<file path="src/rtl/foo_pkg.sv">
// rtl/foo_pkg.sv - shared FSM state type, default latency and datapath constants
package foo_pkg;

    typedef enum logic [1:0] {
        ST_IDLE  = 2'd0,
        ST_RUN   = 2'd1,
        ST_DRAIN = 2'd2
    } state_t;

    localparam int FOO_LATENCY = 11;
    localparam int FOO_ADD_A   = 4;
    localparam int FOO_ADD_B   = 7;
    localparam int FOO_DIV     = 3;
    localparam int FOO_ADD_C   = 120;

endpackage

</file>
<file path="src/rtl/foo_rr_arbiter.sv">
// rtl/foo_rr_arbiter.sv - round-robin one-hot grant with priority pointer
module foo_rr_arbiter #(
    parameter int NREQ = 4,
    parameter int IW   = (NREQ > 1) ? $clog2(NREQ) : 1
) (
    input  logic            clk,
    input  logic            rst,
    input  logic            en,
    input  logic [NREQ-1:0] req_valid,
    output logic [NREQ-1:0] grant,
    output logic            grant_valid,
    output logic [IW-1:0]   grant_idx
);

    logic [IW-1:0] ptr_q, ptr_d;
    logic [IW-1:0] idx;

    always_comb begin
        grant       = '0;
        grant_valid = 1'b0;
        grant_idx   = '0;
        idx         = '0;
        if (en && !rst) begin
            for (int off = 0; off < NREQ; off++) begin
                idx = IW'((int'(ptr_q) + off) % NREQ);
                if (!grant_valid && req_valid[idx]) begin
                    grant_valid = 1'b1;
                    grant_idx   = idx;
                    grant[idx]  = 1'b1;
                end
            end
        end
        ptr_d = ptr_q;
        if (grant_valid) begin
            ptr_d = IW'((int'(grant_idx) + 1) % NREQ);
        end
    end

    always_ff @(posedge clk) begin
        if (rst) begin
            ptr_q <= '0;
        end else begin
            ptr_q <= ptr_d;
        end
    end

endmodule

</file>
<file path="src/rtl/foo_true_pipelined.sv">
// rtl/foo_true_pipelined.sv - c = ((a+4)*(b+7)/3+120)^2 mod 2^DATA_WIDTH, LATENCY cycles
module foo_true_pipelined
    import foo_pkg::*;
#(
    parameter int DATA_WIDTH = 32,
    parameter int LATENCY    = FOO_LATENCY
) (
    input  logic                  clk,
    input  logic [DATA_WIDTH-1:0] a,
    input  logic [DATA_WIDTH-1:0] b,
    output logic [DATA_WIDTH-1:0] c
);

    localparam int W  = DATA_WIDTH;
    localparam int PW = 2 * W + 2;
    localparam int ND = LATENCY - 3;

    logic [W:0]    sa_q, sa_d, sb_q, sb_d;
    logic [PW-1:0] prod_q, prod_d;
    logic [W-1:0]  base_q, base_d;
    logic [W-1:0]  sq_q [ND];
    logic [W-1:0]  sq_d [ND];

    // Product and quotient are kept full width so the divide sees the exact value.
    always_comb begin
        sa_d     = {1'b0, a} + (W+1)'(FOO_ADD_A);
        sb_d     = {1'b0, b} + (W+1)'(FOO_ADD_B);
        prod_d   = PW'(sa_q) * PW'(sb_q);
        base_d   = W'(prod_q / PW'(FOO_DIV) + PW'(FOO_ADD_C));
        sq_d[0]  = base_q * base_q;
        for (int i = 1; i < ND; i++) begin
            sq_d[i] = sq_q[i-1];
        end
    end

    always_ff @(posedge clk) begin
        sa_q   <= sa_d;
        sb_q   <= sb_d;
        prod_q <= prod_d;
        base_q <= base_d;
        sq_q   <= sq_d;
    end

    assign c = sq_q[ND-1];

endmodule

</file>
<file path="src/rtl/foo_pipe_arbiter.sv">
// rtl/foo_pipe_arbiter.sv - NREQ requesters share one pipelined datapath; FOO_PIPE_ARB_STATS_EN adds grant counters
module foo_pipe_arbiter
    import foo_pkg::*;
#(
    parameter int NREQ       = 4,
    parameter int DATA_WIDTH = 32,
    parameter int LATENCY    = FOO_LATENCY
) (
    input  logic                           clk,
    input  logic                           rst,
    input  logic                           en,
    input  logic [NREQ-1:0]                req_valid,
    input  logic [NREQ*DATA_WIDTH-1:0]     req_a,
    input  logic [NREQ*DATA_WIDTH-1:0]     req_b,
    output logic [NREQ-1:0]                req_ready,
    output logic [NREQ-1:0]                rsp_valid,
    output logic [DATA_WIDTH-1:0]          rsp_c,
    output logic                           busy,
`ifdef FOO_PIPE_ARB_STATS_EN
    output logic [NREQ*16-1:0]             stat_grants,
`endif
    output logic [$clog2(LATENCY+1)-1:0]   inflight
);

    localparam int IW = (NREQ > 1) ? $clog2(NREQ) : 1;
    localparam int CW = $clog2(LATENCY + 1);

    logic [NREQ-1:0]       grant;
    logic                  issue;
    logic [IW-1:0]         grant_idx;
    logic [DATA_WIDTH-1:0] op_a, op_b, dp_c;

    state_t                state_q, state_d;
    logic [LATENCY-1:0]    tag_valid_q, tag_valid_d;
    logic [IW-1:0]         tag_id_q [LATENCY];
    logic [IW-1:0]         tag_id_d [LATENCY];
    logic [CW-1:0]         inflight_q, inflight_d;
    logic [DATA_WIDTH-1:0] rsp_hold_q, rsp_hold_d;
    logic                  retire;

    foo_rr_arbiter #(.NREQ(NREQ), .IW(IW)) u_arb (
        .clk        (clk),
        .rst        (rst),
        .en         (en),
        .req_valid  (req_valid),
        .grant      (grant),
        .grant_valid(issue),
        .grant_idx  (grant_idx)
    );

    assign req_ready = grant;
    assign op_a = req_a[int'(grant_idx)*DATA_WIDTH +: DATA_WIDTH];
    assign op_b = req_b[int'(grant_idx)*DATA_WIDTH +: DATA_WIDTH];

    foo_true_pipelined #(.DATA_WIDTH(DATA_WIDTH), .LATENCY(LATENCY)) u_dp (
        .clk(clk),
        .a  (op_a),
        .b  (op_b),
        .c  (dp_c)
    );

    assign retire    = tag_valid_q[LATENCY-1];
    assign rsp_valid = retire ? (NREQ'(1) << tag_id_q[LATENCY-1]) : '0;
    assign rsp_c     = retire ? dp_c : rsp_hold_q;
    assign busy      = (state_q != ST_IDLE);
    assign inflight  = inflight_q;

    always_comb begin
        tag_valid_d = {tag_valid_q[LATENCY-2:0], issue};
        tag_id_d[0] = grant_idx;
        for (int i = 1; i < LATENCY; i++) begin
            tag_id_d[i] = tag_id_q[i-1];
        end
        rsp_hold_d = rsp_c;

        inflight_d = inflight_q;
        case ({issue, retire})
            2'b10:   inflight_d = inflight_q + CW'(1);
            2'b01:   inflight_d = inflight_q - CW'(1);
            default: inflight_d = inflight_q;
        endcase

        state_d = state_q;
        case (state_q)
            ST_IDLE: begin
                if (issue) state_d = ST_RUN;
            end
            ST_RUN: begin
                if (!issue && inflight_d == '0) state_d = ST_IDLE;
                else if (!en)                   state_d = ST_DRAIN;
            end
            ST_DRAIN: begin
                if (en && issue)              state_d = ST_RUN;
                else if (inflight_d == '0)    state_d = ST_IDLE;
            end
            default: state_d = ST_IDLE;
        endcase
    end

    // Clearing the tag valids is what drops in-flight results at reset.
    always_ff @(posedge clk) begin
        if (rst) begin
            state_q     <= ST_IDLE;
            tag_valid_q <= '0;
            inflight_q  <= '0;
            rsp_hold_q  <= '0;
        end else begin
            state_q     <= state_d;
            tag_valid_q <= tag_valid_d;
            inflight_q  <= inflight_d;
            rsp_hold_q  <= rsp_hold_d;
        end
        tag_id_q <= tag_id_d;
    end

`ifdef FOO_PIPE_ARB_STATS_EN
    logic [15:0] cnt_q [NREQ];
    logic [15:0] cnt_d [NREQ];

    always_comb begin
        for (int i = 0; i < NREQ; i++) begin
            cnt_d[i] = cnt_q[i];
            if (grant[i] && cnt_q[i] != 16'hFFFF) cnt_d[i] = cnt_q[i] + 16'd1;
            stat_grants[i*16 +: 16] = cnt_q[i];
        end
    end

    always_ff @(posedge clk) begin
        if (rst) begin
            for (int i = 0; i < NREQ; i++) cnt_q[i] <= '0;
        end else begin
            cnt_q <= cnt_d;
        end
    end
`endif

endmodule

</file>
<file path="config.mk">
export PLATFORM = sky130hd
export DESIGN_NAME = foo_pipe_arbiter
export DESIGN_NICKNAME = d
export VERILOG_FILES = /design/src/rtl/foo_pkg.sv /design/src/rtl/foo_rr_arbiter.sv /design/src/rtl/foo_true_pipelined.sv /design/src/rtl/foo_pipe_arbiter.sv
export SDC_FILE = /design/constraint.sdc
export NUM_CORES = 2
export LEC_CHECK = 0
export CORE_AREA = 2 2 355 357
export CTS_CLUSTER_DIAMETER = 80
export DETAILED_ROUTE_END_ITERATION = 16
export DIE_AREA = 0 0 357 359
export GPL_TIMING_DRIVEN = 0
export PLACE_DENSITY = 0.75
export SYNTH_ARGS = -nofsm -noshare
export SYNTH_HDL_FRONTEND = slang
export SYNTH_SLANG_ARGS = --single-unit
</file>
<file path="constraint.sdc">
create_clock -name clk -period 16.8 [get_ports clk]
set_clock_uncertainty 0.2 [all_clocks]
set_input_delay 1.68 -clock clk [delete_from_list [all_inputs] [get_ports clk]]
set_output_delay 1.68 -clock clk [all_outputs]
set_load 0.03 [all_outputs]
</file>
## Word level (Yosys, flattened, before mapping)

Cells that the tools add are included.

- Bits in registers: 493
- Input bits: 263
- Output and inout port bits: 45
- Word-level logic and storage cells: 126

- $add $sub $neg: 9
- Multipliers: 2
- Div/mod/pow operators: 1
- Order comparisons: 8
- Eq/ne operators: 7
- Shift-type cells: 3
- Multiplexer cells: 46
- Bitwise operators: 3
- Reduce and logical (&&, ||, !) cells: 19

Operators by type and width:

| kind | number |
|---|---|
| 128-bit by 8-bit indexed part select with 32-bit output | 2 |
| 32-bit by 3-bit adder with 33-bit output, second input constant | 2 |
| 66-bit by 2-bit divider with 66-bit output, second input constant | 1 |
| 33-bit by 33-bit multiplier with 66-bit output | 1 |
| 4-bit 2-to-1 mux | 9 |
| 32-bit by 7-bit adder with 32-bit output, second input constant | 1 |
| 32-bit by 32-bit multiplier with 32-bit output | 1 |
| 32-bit 2-to-1 mux | 1 |
| 2-bit 2-to-1 mux | 10 |
| 1-bit 2-to-1 mux | 16 |
| 2-bit by 3-bit less-than comparator with 1-bit output, second input constant | 4 |
| 4-bit OR | 3 |
| 1-bit logical AND | 10 |
| 1-bit binary-select mux with 2-bit select | 4 |
| 1-bit demux with 2-bit select | 4 |
| 2-bit by 1-bit greater-or-equal comparator with 1-bit output, second input constant | 4 |
| 4-bit case mux with 2 select lines | 1 |
| 3-bit != test, second input constant | 2 |
| 2-bit case mux with 3 select lines | 1 |
| 1-bit logical NOT | 5 |
| 2-bit by 1-bit adder with 2-bit output, second input constant | 2 |
| 2-bit adder, second input constant | 2 |
| 4-bit by 1-bit adder with 4-bit output, second input constant | 1 |
| 2-bit by 1-bit equality test with 1-bit output, second input constant | 2 |
| other kinds (8) | 9 |

## Depth between registers and ports, before layout

- Depth after elaboration: 22
- Mapped depth: 70
- Mapped depth without buffers: 63

## Modules after synthesis

Synthesis repeated with hierarchy kept, for this count alone.

- Cells, all modules: 7216
- Area, all modules: 67220.7 um^2

Modules (own cells, without submodules):

| module | times used | cells each | area each (um^2) | seq. area each (um^2) |
|---|---|---|---|---|
| foo_true_pipelined | 1 | 6866 | 62721.4 | 8227.9 |
| foo_pipe_arbiter | 1 | 280 | 3931.3 | 1421.4 |
| foo_rr_arbiter | 1 | 70 | 568.0 | 40.0 |

## Worst setup path after synthesis

Ideal clock, no wire load.

- Path kind: register -> register
- Start: register u_dp.prod_q[65]
- End: register u_dp.base_q[0]
- Library setup time: 0.123 ns
- Data arrival time: 13.683 ns
- Data required time: 16.477 ns
- Slack: 2.794 ns
- Stages on the path, launching flop included: 63
- Path buffers: 7
- Clock period less this slack: 14.006 ns
- Path through: dfxtp_1 > or4b_4 > o21a_1 > o2bb2ai_2 > a221oi_1 > a211o_1 > o211ai_4 > and2_1 > buf_6 > a2111o_1 > o221ai_1 > o31ai_1 > a221o_2 > o22ai_1 > mux2_2 > o211a_1 > buf_4 > xnor2_1 > [... 27 more ...] > a21oi_1 > o21ai_1 > a22oi_4 > mux2_1 > mux2_1 > o2111ai_2 > buf_6 > xnor2_1 > nor4_1 > o41ai_1 > nand3_1 > a21o_1 > xor2_1 > ha_1 > or4b_1 > o21ai_1 > a211o_1 > o22ai_1

- Cells in the longest elaborated chain, start to end: 2

Ends and longest elaborated chain:

| what | RTL line | source |
|---|---|---|
| start, declared | foo_true_pipelined.sv:19 | `logic [PW-1:0] prod_q, prod_d;` |
| start signal, assigned | foo_true_pipelined.sv:39 | `prod_q <= prod_d;` |
| 66-bit by 2-bit divider with 66-bit output | foo_true_pipelined.sv:29 | `base_d = W'(prod_q / PW'(FOO_DIV) + PW'(FOO_ADD_C));` |
| 32-bit by 7-bit adder with 32-bit output | foo_true_pipelined.sv:29 |  |
| net u_dp.base_d[0] | foo_true_pipelined.sv:20 | `logic [W-1:0] base_q, base_d;` |
| end signal, assigned | foo_true_pipelined.sv:40 | `base_q <= base_d;` |
| end, declared | foo_true_pipelined.sv:20 |  |

The timed path passes the listed nets, and every way through them passes these cells.
A chain may end at the register's enable or synchronous reset.

## Final worst setup path

Ends and elaborated chain as after synthesis.

==> PnR_summary.wiki <==
{| class="wikitable"
! Metric !! Value
|-
| Number of different library cells in the post-synthesis netlist || 123
|-
| Crit Path Category || reg -> reg
|-
| Final period util || 95.8%
|-
| Pin slew with the least headroom to its limit || 1.27 ns
|-
| Main combinational cell family by area after synthesis || adder cells
|-
| Wirelength, routed || 199 mm
|-
| Adder-cell area share of the yosys netlist || 46.5%
|-
| Clock tree from TritonCTS || done
|-
| Syn Nets || 9595
|-
| Clock Sinks || 484
|-
| Setup slack on the worst flop-to-flop path || 0.71 ns
|-
| Width of the chip || 357 µm
|-
| Total core area || 125000 µm²
|-
| Startpoint of the worst register-to-register path || u_dp.prod_q[65]$_DFF_P_
|-
| Share of the synthesized area in compound gates (AO/OA/AOI/OAI) || 8.09%
|-
| Wirelength per Cell || 20.6 µm
|-
| Period minus WS final || 16.09 ns
|-
| Number of cells on the worst reg-to-reg path || 63
|-
| DRC violations left || 0
|-
| Worst path slowest cell || sky130_fd_sc_hd__or4b_4
|-
| Number of buffers created by CTS || 51
|-
| Reg-to-Reg End || u_dp.base_q[0]$_DFF_P_
|-
| Largest net degree at the start of global routing || 17
|-
| Number of global-route vias before repair || 56764
|-
| Die footprint || 128000 µm²
|-
| Final Max Slew Viols || 0
|-
| Cells after Synth || 7597
|-
| Number of DRC markers after the initial detailed-route iteration || 4874
|-
| Clock root buffer || sky130_fd_sc_hd__clkbuf_16
|-
| CTS H-Tree Depth || 2
|-
| Endpoint class of the critical path || flip-flop
|-
| Area added between synthesis and finish || 10.4%
|-
| Run status || finished, final reports clean
|-
| Signal arrival time at the worst endpoint || 16.45 ns
|-
| Post-synthesis sequential area ratio || 14.2%
|-
| Ratio of cells with drive above 1 in the final layout || 3.22%
|-
| Final std cell area, no fill || 75200 µm²
|-
| Net count reported at finish || 9964
|-
| Max Clock Freq || 62.2 MHz
|-
| Simple-gate share of the synthesized area || 15.8%
|-
| Dpl hpwl || 163 mm
|-
| Post-synth ARST share || 0%
|-
| Crit path capture || u_dp.base_q[0]$_DFF_P_
|-
| Remaining antenna violation count || 0
|-
| Antenna violations before repair || 13
|-
| Count of synthesis-stage warnings from yosys || 0
|-
| Top cells by area, synth || sky130_fd_sc_hd__fa_1 39%, sky130_fd_sc_hd__dfxtp_1 14%, sky130_fd_sc_hd__inv_1 8.6%
|-
| First element of the critical path || u_dp.prod_q[65]$_DFF_P_
|-
| Longest individual stage delay on the worst path || 0.52 ns
|-
| I/O pins || 308
|-
| IO buf count || 305
|-
| Avg Cell Area, Syn || 8.96 µm²
|-
| Kind of start point of the critical path || flip-flop
|-
| Share of cell area taken by muxes after synthesis || 1.37%
|-
| XOR/XNOR share of the synthesized area || 2.96%
|-
| Leading area contributor after synthesis || sky130_fd_sc_hd__fa_1
|-
| Post-synth EDFFs || 0
|-
| Maximum fanout along the worst path || 10
|-
| Primary flip-flop cell chosen by synthesis mapping || sky130_fd_sc_hd__dfxtp_1
|-
| Max-cap violation count || 0
|-
| Clock transition at the registers of the reported paths || 0.06 ns
|-
| Post-CTS Hold Fix Bufs || 0
|-
| Height of the chip || 359 µm
|-
| Flip-flop and latch count after synthesis || 484
|-
| Netlist area before placement || 68100 µm²
|-
| Number of hold violations in the final report || 0
|-
| Number of vias per cell after detailed routing || 5.55
|-
| Standard-cell row count || 130
|-
| Vias after detailed routing || 53627
|-
| Total Routing Usage GR || 32.0%
|-
| Required time at the endpoint of the critical path || 17.16 ns
|-
| Path class of the lowest-slack min-delay path || reg -> reg
|-
| Initial standard-cell utilization of the core || 54.6%
|-
| Longest Clk Path Bufs || 3
|-
| Final global-route overflow total || 0
|-
| Wire length of the first global-routing pass || 317 mm
|-
| Clock latency reported for the late side of the worst-skew pair || 0.67 ns
|-
| Routability Congestion || 1.05
|-
| Relative slew slack || 15.5%
|-
| Detailed-routing iteration count for the pre-antenna-repair pass || 7
|-
| Count of final setup violators || 0
|-
| Fraction of post-synthesis cell area in the top cell type by area || 39.0%
|-
| Post-Place Cell Area || 73200 µm²
|}
-- how the worst min path moves through the flow --
stage                                start                      to  cells past startpoint
floorplan              tag_id_d[2]$_DFF_P_     tag_id_d[0]$_DFF_P_                      0
global placement    u_dp.sq_d[209]$_DFF_P_  u_dp.sq_d[177]$_DFF_P_                      0
detailed placement    tag_id_d[14]$_DFF_P_    tag_id_d[12]$_DFF_P_                      0
CTS                 u_dp.sq_d[136]$_DFF_P_  u_dp.sq_d[104]$_DFF_P_                      0
global route        u_dp.sq_d[213]$_DFF_P_  u_dp.sq_d[181]$_DFF_P_                      0
finish               u_dp.sq_d[72]$_DFF_P_   u_dp.sq_d[40]$_DFF_P_                      0
-- Yosys cell counts, drive strengths merged (30+ instances only) --
| cell type | count |
|---|---|
| nor3 | 67 |
| and3 | 30 |
| o21ai | 119 |
| a211oi | 84 |
| xor2 | 41 |
| inv | 1559 |
| nand3 | 79 |
| and2 | 448 |
| mux2i | 40 |
| nor2 | 200 |
| o21bai | 58 |
| ha | 409 |
| buf | 52 |
| a21oi | 174 |
| dfxtp | 484 |
| mux2 | 44 |
| a31oi | 77 |
| nor2b | 75 |
| xnor2 | 189 |
| nand2 | 1265 |
| clkbuf | 355 |
| fa | 1326 |
-- worst max-delay path: cells and delay by family (launching register included) --
kind	cells	cell delay, ns
compound gates	39	9.77
xor+xnor	2	0.28
fa+ha+maj	1	0.32
buf+inv	7	1.43
flops	1	0.46
mux	4	1.16
simple gates	10	2.34
-- sequential cells by signal, indices dropped and copies added (netlist names) --
register and count:
tag_valid_q 11, state_q 2, u_dp.sa_q 33, u_dp.sq_d 217
u_dp.c 31, tag_id_q 2, u_dp.prod_q 66, rsp_hold_q 32
u_dp.base_q 31, u_arb.ptr_q 2, tag_id_d 20, inflight 4
u_dp.sb_q 33
-- metrics by stage --
stage               std cells  hold slack, ns  util (%)  setup TNS [ns]  setup WS [ns]
floorplan                7597           0.110         -               0           2.79
global placement         9552           0.110      58.7               0          0.604
detailed placement       9553           0.112      58.8               0          0.206
CTS                      9642           0.111      60.1               0          0.158
global route             9652           0.113      60.3         -0.0601        -0.0601
finish                   9658           0.108      60.3               0          0.711
-- what timing repair did --
action | 4_1_cts | 5_1_grt
gates resized for setup | 0 | 36
buffers inserted | 0 | 10
setup endpoints to repair | 0 | 15
-- area by class of cell --
type                       instances  area (µm²)
inverter                        1566        5880
multi-input combinational       5140       51100
clock inverter                    23         324
antenna                            6        15.0
buffer                           407        1620
sequential                       484        9690
fill                           10617       49400
tap                             1650        2060
timing repair buffer             316        3140
clock buffer                      66        1370
-- routing by layer --
metal	global-route usage, %	part of all wire, %	up-vias
met4	17.9	7.0	12
met3	8.77	11	633
met1	41.6	39	26521
li1	-	-	23845
met2	48.3	43	2616
met5	0	0.036	-
-- logic make-up (layout without fill, tap and decap cells) --
logic type               count (synthesis)  in the layout
multiplexers                            85             85
AO/OA/AOI/OAI                          775            775
adder cells (fa/ha/maj)               1736           1736
buffers and inverters                 1973           2378
other                                    0              6
AND/OR/NAND/NOR                       2314           2314
XOR/XNOR                               230            230
flip-flops                             484            484
-- placed cells by master, fill, tap and decap left out, types with 51 or more instances in the layout --
cell type and count:
sky130_fd_sc_hd__nor2_1 198, sky130_fd_sc_hd__xnor2_1 189, sky130_fd_sc_hd__inv_1 1559, sky130_fd_sc_hd__a211oi_1 79, sky130_fd_sc_hd__o21ai_0 95, sky130_fd_sc_hd__clkdlybuf4s50_1 305, sky130_fd_sc_hd__nand3_1 76, sky130_fd_sc_hd__nor2b_1 75
sky130_fd_sc_hd__o21bai_1 57, sky130_fd_sc_hd__nand2_1 1263, sky130_fd_sc_hd__a21oi_1 170, sky130_fd_sc_hd__nor3_1 65, sky130_fd_sc_hd__clkbuf_16 51, sky130_fd_sc_hd__dfxtp_1 484, sky130_fd_sc_hd__a31oi_1 77, sky130_fd_sc_hd__ha_1 409
sky130_fd_sc_hd__clkbuf_1 362, sky130_fd_sc_hd__and2_1 431, sky130_fd_sc_hd__fa_1 1326
Power is not shown: default switching activity piles up to over one toggle a cycle in this logic, so the estimate is an artifact.
